[config.mk]
export PLATFORM = sky130hd
export DESIGN_NAME = div_req_scheduler
export DESIGN_NICKNAME = d
export VERILOG_FILES = /design/src/rtl/div_req_scheduler.sv
export SDC_FILE = /design/constraint.sdc
export NUM_CORES = 1
export LEC_CHECK = 0
export BUFFER_PORTS_ARGS = -buffer_cell sky130_fd_sc_hd__buf_2
export CORE_MARGIN = 8
export CORE_UTILIZATION = 34
export CTS_CLUSTER_SIZE = 40
export DETAILED_ROUTE_END_ITERATION = 10
export GPL_TIMING_DRIVEN = 0
export PLACE_DENSITY = 0.55
export RECOVER_POWER = 50
export SYNTH_ARGS = -nofsm -noshare
export SYNTH_HDL_FRONTEND = slang
export SYNTH_SLANG_ARGS = --single-unit
[constraint.sdc]
create_clock -name clk -period 7.35 [get_ports clk]
set_input_delay 1.8375 -clock clk [delete_from_list [all_inputs] [get_ports clk]]
set_output_delay 1.8375 -clock clk [all_outputs]
set_load 0.05 [all_outputs]
[src/rtl/div_req_scheduler.sv]
// Request FIFO feeding a single-outstanding divider, with an issue/wait FSM
// and a sticky watchdog that abandons divides whose result never returns.
module div_req_scheduler #(
    parameter int unsigned DATA_WIDTH     = 32,
    parameter int unsigned DEPTH          = 4,
    parameter int unsigned TIMEOUT_CYCLES = 255
) (
    input  logic                          clk,
    input  logic                          arst_n,
    input  logic                          s_valid,
    output logic                          s_ready,
    input  logic signed [DATA_WIDTH-1:0]  s_numerator,
    input  logic signed [DATA_WIDTH-1:0]  s_denominator,
    output logic                          div_in_valid,
    output logic [DATA_WIDTH-1:0]         div_numerator,
    output logic [DATA_WIDTH-1:0]         div_denominator,
    input  logic                          div_out_valid,
    output logic [$clog2(DEPTH):0]        occupancy,
    output logic                          busy,
    output logic                          timeout_flag,
    input  logic                          timeout_clr
);

    localparam int unsigned AW = $clog2(DEPTH);
    localparam int unsigned CW = AW + 1;
    localparam int unsigned TW = $clog2(TIMEOUT_CYCLES + 1);

    typedef enum logic [1:0] {IDLE, ISSUE, WAIT} state_t;

    state_t                    state;
    logic [2*DATA_WIDTH-1:0]   mem [DEPTH];
    logic [AW-1:0]             wr_ptr;
    logic [AW-1:0]             rd_ptr;
    logic [CW-1:0]             count;
    logic [TW-1:0]             watchdog;
    logic                      push;
    logic                      pop;

    assign s_ready   = (count < CW'(DEPTH));
    assign push      = s_valid & s_ready;
    assign pop       = (state == ISSUE);
    assign occupancy = count;

    // Storage needs no reset: entries are only read after being written.
    always_ff @(posedge clk) begin
        if (push) begin
            mem[wr_ptr] <= {s_numerator, s_denominator};
        end
    end

    // Pointers wrap naturally since DEPTH is a power of two.
    always_ff @(posedge clk or negedge arst_n) begin
        if (!arst_n) begin
            wr_ptr <= '0;
            rd_ptr <= '0;
            count  <= '0;
        end else begin
            if (push) begin
                wr_ptr <= wr_ptr + AW'(1);
            end
            if (pop) begin
                rd_ptr <= rd_ptr + AW'(1);
            end
            case ({push, pop})
                2'b10:   count <= count + CW'(1);
                2'b01:   count <= count - CW'(1);
                default: count <= count;
            endcase
        end
    end

    // Issue/wait FSM; the head is latched on entry to ISSUE and popped on exit.
    always_ff @(posedge clk or negedge arst_n) begin
        if (!arst_n) begin
            state           <= IDLE;
            div_in_valid    <= 1'b0;
            div_numerator   <= '0;
            div_denominator <= '0;
            busy            <= 1'b0;
            timeout_flag    <= 1'b0;
            watchdog        <= '0;
        end else begin
            div_in_valid <= 1'b0;
            if (timeout_clr) begin
                timeout_flag <= 1'b0;
            end
            case (state)
                IDLE: begin
                    if (count != '0) begin
                        state                            <= ISSUE;
                        div_in_valid                     <= 1'b1;
                        {div_numerator, div_denominator} <= mem[rd_ptr];
                        busy                             <= 1'b1;
                    end
                end
                ISSUE: begin
                    state    <= WAIT;
                    watchdog <= '0;
                end
                WAIT: begin
                    if (div_out_valid) begin
                        state <= IDLE;
                        busy  <= 1'b0;
                    end else begin
                        watchdog <= watchdog + TW'(1);
                        // A set in the same cycle as timeout_clr overrides the clear.
                        if (watchdog == TW'(TIMEOUT_CYCLES - 1)) begin
                            timeout_flag <= 1'b1;
                            state        <= IDLE;
                            busy         <= 1'b0;
                        end
                    end
                end
                default: begin
                    state <= IDLE;
                    busy  <= 1'b0;
                end
            endcase
        end
    end

endmodule

==> results.md <==
* Dpl cell area at 0.0140 mm²
* DR WL met2 at 12900 µm
* Critical Path, Cell by Cell: clkbuf_1
* Worst path bufs/invs at 1
* Crit Path Class: input port to asynchronous set/reset pin
* Hold_buf cts at 0
* Critical path data arrival time at 4.15 ns
* RR Startpoint: rd_ptr[0]$_DFFE_PN0P_
* Die W at 208 µm
* Hold path cells at 1
* Global route overflow at 0
* Post-Syn Instances at 565
* Initial antenna violation count at 2
* Worst Reg-to-Reg Cells at 4
* Worst min path class: flip-flop to flip-flop
* Net Sw Power at 2.42 mW
* DP HPWL at 15600 µm
* R2R Setup Slk at 4.57 ns
* Vias at 5974
* Min-delay src: occupancy[0]$_DFFE_PN0P_
* Worst slew margin at -119%
* PD cells at 458 mW/mm²
* Top Metal Used: met5
* Largest delay contributor family on the critical path: buffers and inverters
* Clk pwr share at 25.7%
* Clock sinks at 340
* Final Cycle Share at 58.1%
* RSZ-0062 raised after global routing: no
* WL/cell at 21.0 µm
* Combinational power share at 35.4%
* Sequential Power Share at 38.9%
* Max Slew Vio Count at 48
* Setup TNS at 0 ns
* Sw Ratio at 35.1%
* Largest net degree at the start of global routing at 52
* Cell Rows at 70
* GRT Util Overall at 12.1%
* Syn Nets at 642
* Reg2Reg Capture Point: div_numerator[19]$_DFFE_PN0P_
* Worst path max stage delay at 2.28 ns
* Final Hold Fails at 0
* Violated checks: max-capacitance violations, max-slew violations
* Ys flop type: edfxtp_1
* Initial Utilization at 34.4%
* # H-tree levels at 2
* Global-route wire length before repair at 40400 µm
* Post-synth EDFFs at 256
* Fraction of layout cells with a size suffix above 1 at 34.8%
* CTS Buf Count at 38
* Final-layout fill cell count at 3288
* Status: finished with violations
* 1st-iter DRT viols at 218
* Critical-path top delay cell: clkbuf_1
* PostCTS Resize Cnt at 0
* Met3 routed WL at 1570 µm
* # Post-CTS Setup Buffers at 0
* Chip Height at 208 µm
* Worst setup SP type: input port
* Synth Cell Area at 0.0126 mm²
* Final nets at 826
* Lkg Pwr at 5.25 nW
* Asr flop ratio synth at 24.7%
* CTS tree: built
* Core Box Area at 0.0365 mm²
* Total power at 6.90 mW
* Ys Warns at 0
* Hold worst-path end: occupancy[0]$_DFFE_PN0P_
* Clk_lat worst skew at 0.52 ns
* Vias per cell at 4.79
* Slew @ Worst Pin at 3.28 ns
* Commonest non-fill, non-tap cell in the layout: edfxtp_1
* Worst Path Required at 7.23 ns
* CP endpoint kind: asynchronous set/reset pin
* Synth cell types at 34
* Max cap viols at 1
* First-pass iteration count of the detailed router at 4
* Gpl congestion at 0.660
* Syn avg cell area at 22.3 µm²
* Vias in the first global route at 6663
* Seq/Total Area, Yosys at 77.8%
* Design Area, Final at 0.0151 mm²
* Tmin final at 4.27 ns
* CTS Root Cell: clkbuf_16
* VDD IR max at 0.306 mV
* Die ar. at 0.0434 mm²
* Pint at 4.48 mW
* Final WL at 26100 µm
* Skew final at 0.0122 ns
* Seq cells post-synth at 340
* # setup viols final at 0
* Area of the multi-input gates at 0.00264 mm²
* Highest-count cells in the layout ignoring fill and taps: 256 x edfxtp_1, 96 x clkbuf_1, 84 x dfrtp_1
* Storage cell area at 0.00979 mm²
* Clock slew at reported path FFs at 0.06 ns
* # IOs at 140
* # DRC at 0
* Port bufs at 139
* Clk buf depth at 3
* Max Clk Rate at 234 MHz
* Hold_ws at 0.492 ns
* Antenna viol nets, final at 0
* Antenna cells at 0
* Met1 Wirelength at 11000 µm
* Worst-path fanout max at 48
* P&R area growth vs syn at 19.9%
## synthesized netlist by cell type (2+ instances only)
cell       number  area share [%]
a2bb2oi_1       2            0.14
a311oi_1        2            0.14
and2_1          4            0.20
buf_2          11            0.44
buf_4           4            0.24
clkbuf_1        8            0.24
dfrtp_1        84              17
edfxtp_1      256              61
ha_1            7            0.70
inv_1          11            0.33
mux2_2         64             5.7
mux2i_1         2            0.16
mux4_2         64              11
nand2_1         8            0.24
nand3_1         3            0.12
nand4_1         3            0.15
o211ai_1        5            0.30
o21ai_0         6            0.24
o31ai_1         2            0.12
xnor2_1         5            0.35
## cell type report
type,count,area share (%)
inverters,11,0.274
multi-input cells,190,17.5
well taps,468,3.88
repair buffers,144,4.93
plain buffers,24,0.747
clock inverters,11,0.598
flip-flops and latches,340,64.9
clock buffers,58,7.15
## per-layer routing
metal  track usage [%]  up-vias
li1                  -     2655
met1              14.8     3129
met2              20.4      140
met3              3.83       46
met4              3.89        4
met5                 0        -
## sequential cells by signal, summed over array words and instances (netlist names)
register,cells
wr_ptr,2
div_in_valid,1
mem,256
timeout_flag,1
div_denominator,32
occupancy,3
state,2
watchdog,8
rd_ptr,2
busy,1
div_numerator,32
## power by group through the flow
stage | clock, mW | sequential [mW] | combinational [mW]
after CTS | 1.84 | 2.69 | 2.52
after detailed placement | 0 | 2.72 | 2.52
after global placement | 0 | 2.75 | 2.47
after global routing | 1.91 | 2.73 | 2.63
after floorplan | 0 | 3.39 | 1.16
final | 1.78 | 2.68 | 2.44
## how the worst max path moves through the flow
| stage | startpoint | to | slack [ns] | cells after the start |
|---|---|---|---|---|
| floorplan | s_valid | mem[0][0]$_DFFE_PP_ | 3.20 | 3 |
| global placement | s_valid | mem[0][16]$_DFFE_PP_ | 1.38 | 4 |
| detailed placement | s_valid | mem[2][30]$_DFFE_PP_ | 3.63 | 5 |
| CTS | occupancy[2]$_DFFE_PN0P_ | s_ready | 4.14 | 2 |
| global route | arst_n | div_denominator[20]$_DFFE_PN0P_ | 2.44 | 1 |
| finish | arst_n | div_denominator[20]$_DFFE_PN0P_ | 3.08 | 1 |
## kinds of logic after synthesis
family	count (synthesis)	synth area share, %
AOI/OAI and AO/OA	19	1.06
xor gates and xnor gates	6	0.418
adders and majority gates	8	0.856
buffers and inverters	35	1.27
DFF	340	77.8
muxes	130	17.3
and+or+nand+nor	27	1.20
## metrics by stage
stage / setup WS (ns) / instances / utilization [%]
final: 3.08 / 1246 / 41.3
after detailed placement: 3.63 / 1177 / 38.3
after global placement: 1.38 / 1172 / 37.9
after floorplan: 3.20 / 565 / -
after CTS: 4.14 / 1246 / 41.5
after global routing: 2.44 / 1246 / 41.3
Power figures use the tool's default switching activity.
